## src/rtl/dtc_walker_engine.sv

```systemverilog
// dtc_walker_engine: programmable decision-tree classifier.
// The tree lives in a writable node table and is walked one level per clock.
// Internal nodes test one latched feature bit and pick a child address.
// Leaf nodes return a class code. A walk that reaches MAX_DEPTH internal
// nodes stops with an error, so cycles in the table can never hang the engine.
module dtc_walker_engine #(
  parameter int N_FEAT    = 8,
  parameter int OUT_W     = 7,
  parameter int AW        = 6,
  parameter int MAX_DEPTH = 8,
  localparam int FIDX_W   = $clog2(N_FEAT),
  localparam int NODE_W   = 1 + (((FIDX_W + 2*AW) > OUT_W) ? (FIDX_W + 2*AW) : OUT_W)
) (
  input  logic              clk,
  input  logic              rst_n,
  input  logic              in_valid,
  output logic              in_ready,
  input  logic [N_FEAT-1:0] inp,
  output logic [OUT_W-1:0]  outp,
  output logic              out_err,
  output logic              out_valid,
  input  logic              out_ready,
  input  logic              cfg_we,
  input  logic [AW-1:0]     cfg_addr,
  input  logic [NODE_W-1:0] cfg_wdata,
  output logic              cfg_ready
);

  localparam int DEPTH   = 2**AW;
  localparam int DEPTH_W = (MAX_DEPTH > 1) ? $clog2(MAX_DEPTH) : 1;
  localparam int FPAD    = 2**FIDX_W;

  localparam logic [1:0] S_IDLE   = 2'd0;
  localparam logic [1:0] S_WALK   = 2'd1;
  localparam logic [1:0] S_RESULT = 2'd2;

  logic [1:0]         state;
  logic [N_FEAT-1:0]  feat;
  logic [AW-1:0]      cur;
  logic [DEPTH_W-1:0] depth;

  logic [NODE_W-1:0]  node_mem [DEPTH];
  logic               write_en;

  logic [NODE_W-1:0]  node;
  logic               is_int;
  logic [FIDX_W-1:0]  fidx;
  logic [AW-1:0]      hi_addr;
  logic [AW-1:0]      lo_addr;
  logic [OUT_W-1:0]   code;
  logic [FPAD-1:0]    feat_ext;
  logic [AW-1:0]      next_cur;

  assign in_ready  = (state == S_IDLE);
  assign cfg_ready = (state == S_IDLE);
  assign out_valid = (state == S_RESULT);

  // Table writes only land while idle; anything else is dropped.
  assign write_en = cfg_we && (state == S_IDLE);

  // Each table entry is its own register so the whole table clears on reset.
  generate
    for (genvar gi = 0; gi < DEPTH; gi++) begin : g_entry
      // Entry gi: clear to leaf/code 0 on reset, load on an addressed write.
      always_ff @(posedge clk or negedge rst_n) begin
        if (!rst_n) begin
          node_mem[gi] <= '0;
        end else if (write_en && (cfg_addr == AW'(gi))) begin
          node_mem[gi] <= cfg_wdata;
        end
      end
    end
  endgenerate

  // Combinational read of the node currently being visited.
  assign node    = node_mem[cur];
  assign is_int  = node[NODE_W-1];
  assign fidx    = node[FIDX_W+2*AW-1:2*AW];
  assign hi_addr = node[2*AW-1:AW];
  assign lo_addr = node[AW-1:0];
  assign code    = node[OUT_W-1:0];

  // Pad the feature vector so a feature index past N_FEAT reads as 0.
  generate
    for (genvar gi = 0; gi < FPAD; gi++) begin : g_feat
      if (gi < N_FEAT) begin : g_real
        assign feat_ext[gi] = feat[gi];
      end else begin : g_pad
        assign feat_ext[gi] = 1'b0;
      end
    end
  endgenerate

  assign next_cur = feat_ext[fidx] ? hi_addr : lo_addr;

  // Walk control: accept a vector, step one level per cycle, hold the result.
  always_ff @(posedge clk or negedge rst_n) begin
    if (!rst_n) begin
      state   <= S_IDLE;
      feat    <= '0;
      cur     <= '0;
      depth   <= '0;
      outp    <= '0;
      out_err <= 1'b0;
    end else begin
      case (state)
        S_IDLE: begin
          if (in_valid) begin
            feat  <= inp;
            cur   <= '0;
            depth <= '0;
            state <= S_WALK;
          end
        end
        S_WALK: begin
          if (!is_int) begin
            outp    <= code;
            out_err <= 1'b0;
            state   <= S_RESULT;
          end else if (depth == DEPTH_W'(MAX_DEPTH - 1)) begin
            outp    <= '0;
            out_err <= 1'b1;
            state   <= S_RESULT;
          end else begin
            cur   <= next_cur;
            depth <= depth + DEPTH_W'(1);
          end
        end
        S_RESULT: begin
          if (out_ready) begin
            state <= S_IDLE;
          end
        end
        default: state <= S_IDLE;
      endcase
    end
  end

endmodule

```

## config.mk

```make
export PLATFORM = sky130hd
export DESIGN_NAME = dtc_walker_engine
export DESIGN_NICKNAME = d
export VERILOG_FILES = /design/src/rtl/dtc_walker_engine.sv
export SDC_FILE = /design/constraint.sdc
export NUM_CORES = 1
export LEC_CHECK = 0
export ABC_CLOCK_PERIOD_IN_PS = 4010
export BUFFER_PORTS_ARGS = -buffer_cell sky130_fd_sc_hd__buf_2
export CORE_ASPECT_RATIO = 0.6
export CORE_MARGIN = 2
export CORE_UTILIZATION = 35
export CTS_CLUSTER_SIZE = 24
export DETAILED_ROUTE_END_ITERATION = 6
export GPL_ROUTABILITY_DRIVEN = 0
export SETUP_SLACK_MARGIN = 0.1
export SLEW_MARGIN = 20
export SYNTH_ARGS = -nofsm -noshare
export SYNTH_HDL_FRONTEND = slang
export SYNTH_SLANG_ARGS = --single-unit
```

## constraint.sdc

```tcl
create_clock -name clk -period 4.01 [get_ports clk]
set_input_delay 0.802 -clock clk [delete_from_list [all_inputs] [get_ports clk]]
set_output_delay 0.802 -clock clk [all_outputs]
set_load 0.02 [all_outputs]
```

==> impl_metrics.ini <==
[status]
status = complete, no violations

[cts]
cts.path.max_buffers = 3
clk_pin_slew_worst_paths_ns = 0.07
cts_tree = built
cts_buffers = 98
clock_sinks = 1051
ctsHtreeMaxLevel = 3
cts_hold_buf = 0
cts-resized-gates = 0
clk_latency_ns = 0.71
cts-root-buf = clkbuf_16
cts_setup_buffers = 0

[grt]
antenna_found_initial = 15
grt_pass1_wl_um = 200000
grt-ovfl-total = 0
grt_pass1_vias = 27600
grt.total_usage_pct = 19.4
grt_max_degree = 90

[yosys]
yosys.cell_count.top_type = dfrtp_1
ys_ff_latch = 1051
yosys_warnings = 0
synthFlopType = dfrtp_1
ys_types = 47
synth-edff-count = 0
syn_avg_cell_area_um2 = 16.3
synth.top_cell.area_share_pct = 55.0
synthTopCellsByCount = dfrtp_1 (1051), mux2_2 (1036), mux4_2 (321)
synth.net_count = 2964
seq_area_frac_synth_pct = 55.0
synth.largest_area_cell = dfrtp_1
async_flop_share_pct = 100
synth_cells = 2927
synth_top_cells_by_area = dfrtp_1 (55%), mux2_2 (24%), mux4_2 (15%)
synth_area_um2 = 47800

[power_and_ir_drop]
p_leak_nw = 24.8
peakVddDrop_mv = 0.290
p_per_area_nw_per_um2 = 498

[floorplanning]
die_h_um = 290
ios = 46
die_w_um = 481
core_area_um2 = 135000
die_area_um2 = 140000
initial_core_util_pct = 35.5
num_rows = 104

[routing]
wl_per_cell_um = 27.7
wirelength_um = 134000
dr_wl_met2_um = 56300
top_layer_used = met5
num_vias = 26600
drt_pass1_iterations = 5
ant_nets = 0
routedLengthMet1_um = 65100
routed_via_density = 5.49
met3_wirelength_um = 9540
drt_iter0_drc = 2156
drc = 0

[critical_path]
cp_slowest_cell = dfrtp_4
endpoint_kind = flop
start_kind = flop
crit_arrival_ns = 4.23
reg2regPathDepth = 10
crit_fanout = 31
criticalPathCategory = reg2reg
max_stage_delay_ns = 0.59
cp_cell_sequence = buf_12, buf_4, mux4_2, mux4_2, mux2i_1, mux2_2, or2_2, buf_4, nand2_1, a22o_1
cp.required_ns = 4.59

[cells_and_area]
drive_above_1_share_pct = 57.9
fill_cells = 12400
nets = 3003
syn2layout_area_growth_pct = 13.0
multiInputGateArea_um2 = 20300
layoutNonFillerInstCount = 4850
seq_area_um2 = 26300

[sta]
timing.setup.tns_ns = 0
hold_viol_final = 0
finClkSkew_ns = 0.0295
slew-limit-headroom_pct = 27.0
worstMarginPinSlew_ns = 1.10
setup_violations = 0
period_needed_ns = 3.65
fmax_ghz = 0.274
drv_slew = 0
fin_crit_sh_pct = 90.9
rsz0062_at_grt = false

[placed_design]
place_hpwl_um = 84300
io_buffer_count = 45
dp_cells = 4668

[flow_run]
max_cap_viol_count = 0

[hold_path]
hp-class = in2async
## flip-flops by register name, summed over array words and instances (netlist names)
name / cells
node_mem: 1024
feat: 8
outp: 7
cur: 6
depth: 3
state: 2
out_err: 1
## through the flow
stage / instance area [µm²] / total power [mW] / hold slack, ns / setup WS (ns) / utilization (%)
final: 54000 / 26.9 / 0.175 / 0.364 / 40.1
after global routing: 54000 / 28.1 / 0.179 / 0.187 / 40.1
after CTS: 54000 / 27.1 / 0.149 / 0.366 / 40.1
after detailed placement: 50800 / 17.6 / 0.473 / 0.393 / 37.7
after global placement: 50800 / 17.5 / 0.476 / 0.367 / 37.7
after floorplan: 47800 / 16.0 / 0.457 / 0.593 / -
## routing by layer
metal / track usage [%] / vias up
met3: 6.10 / 184
met1: 29.3 / 14800
met2: 26.9 / 595
met4: 4.74 / 6
li1: - / 11100
met5: 0 / -
## critical path: cells and delay by family, from the launching register on
family | cells | cell delay, ns
muxes | 4 | 1.50
buffers and inverters | 3 | 0.72
DFF | 1 | 0.59
and+or+nand+nor | 2 | 0.37
AOI/OAI and AO/OA | 1 | 0.32
## final timing paths
kind / from / endpoint / slack, ns
max: cur[0] / outp[2] / 0.36
min: rst_n / node_mem[475] / 0.17
max reg2reg: cur[0] / outp[2] / 0.36
min reg2reg: depth[0] / depth[0] / 0.49
max in group asynchronous: rst_n / node_mem[137] / 2.68
min in group clk: inp[2] / feat[2] / 0.33
## layout by cell type, fill, tap and decap left out, types with 9 or more instances in the layout
cell / n
mux4_2: 321
mux2i_1: 14
nor2_2: 32
mux2_2: 1036
clkbuf_16: 100
buf_2: 43
buf_4: 141
clkbuf_8: 18
clkbuf_1: 23
clkinv_2: 16
buf_12: 28
dfrtp_1: 1048
diode_2: 9
nand2b_1: 10
inv_1: 11
nor2_1: 18
nand2_1: 57
## report_power, final
group          internal [mW]  switching [mW]
clock                   5.30            4.19
sequential              12.3           0.987
combinational           2.32            1.82
## logic make-up (layout without fill, tap and decap cells)
logic type / Yosys count / in the layout / synth area share (%)
adder cells (fa/ha/maj): 2 / 2 / 0.0523
multiplexers: 1371 / 1371 / 39.8
AND/OR/NAND/NOR: 160 / 160 / 1.54
AO/OA/AOI/OAI: 57 / 57 / 0.968
buffers and inverters: 286 / 398 / 2.61
flip-flops: 1051 / 1051 / 55.0
other: 0 / 9 / 0
## layout make-up
class | count | share of cell area [%]
Antenna cell | 9 | 0.0417
Clock buffer | 141 | 5.25
Clock inverter | 32 | 0.644
Inverter | 12 | 0.0880
Multi-Input combinational cell | 1590 | 37.7
Sequential cell | 1051 | 48.7
Tap cell | 1802 | 4.17
Timing Repair Buffer | 213 | 3.42
Power figures use the tool's default switching activity.
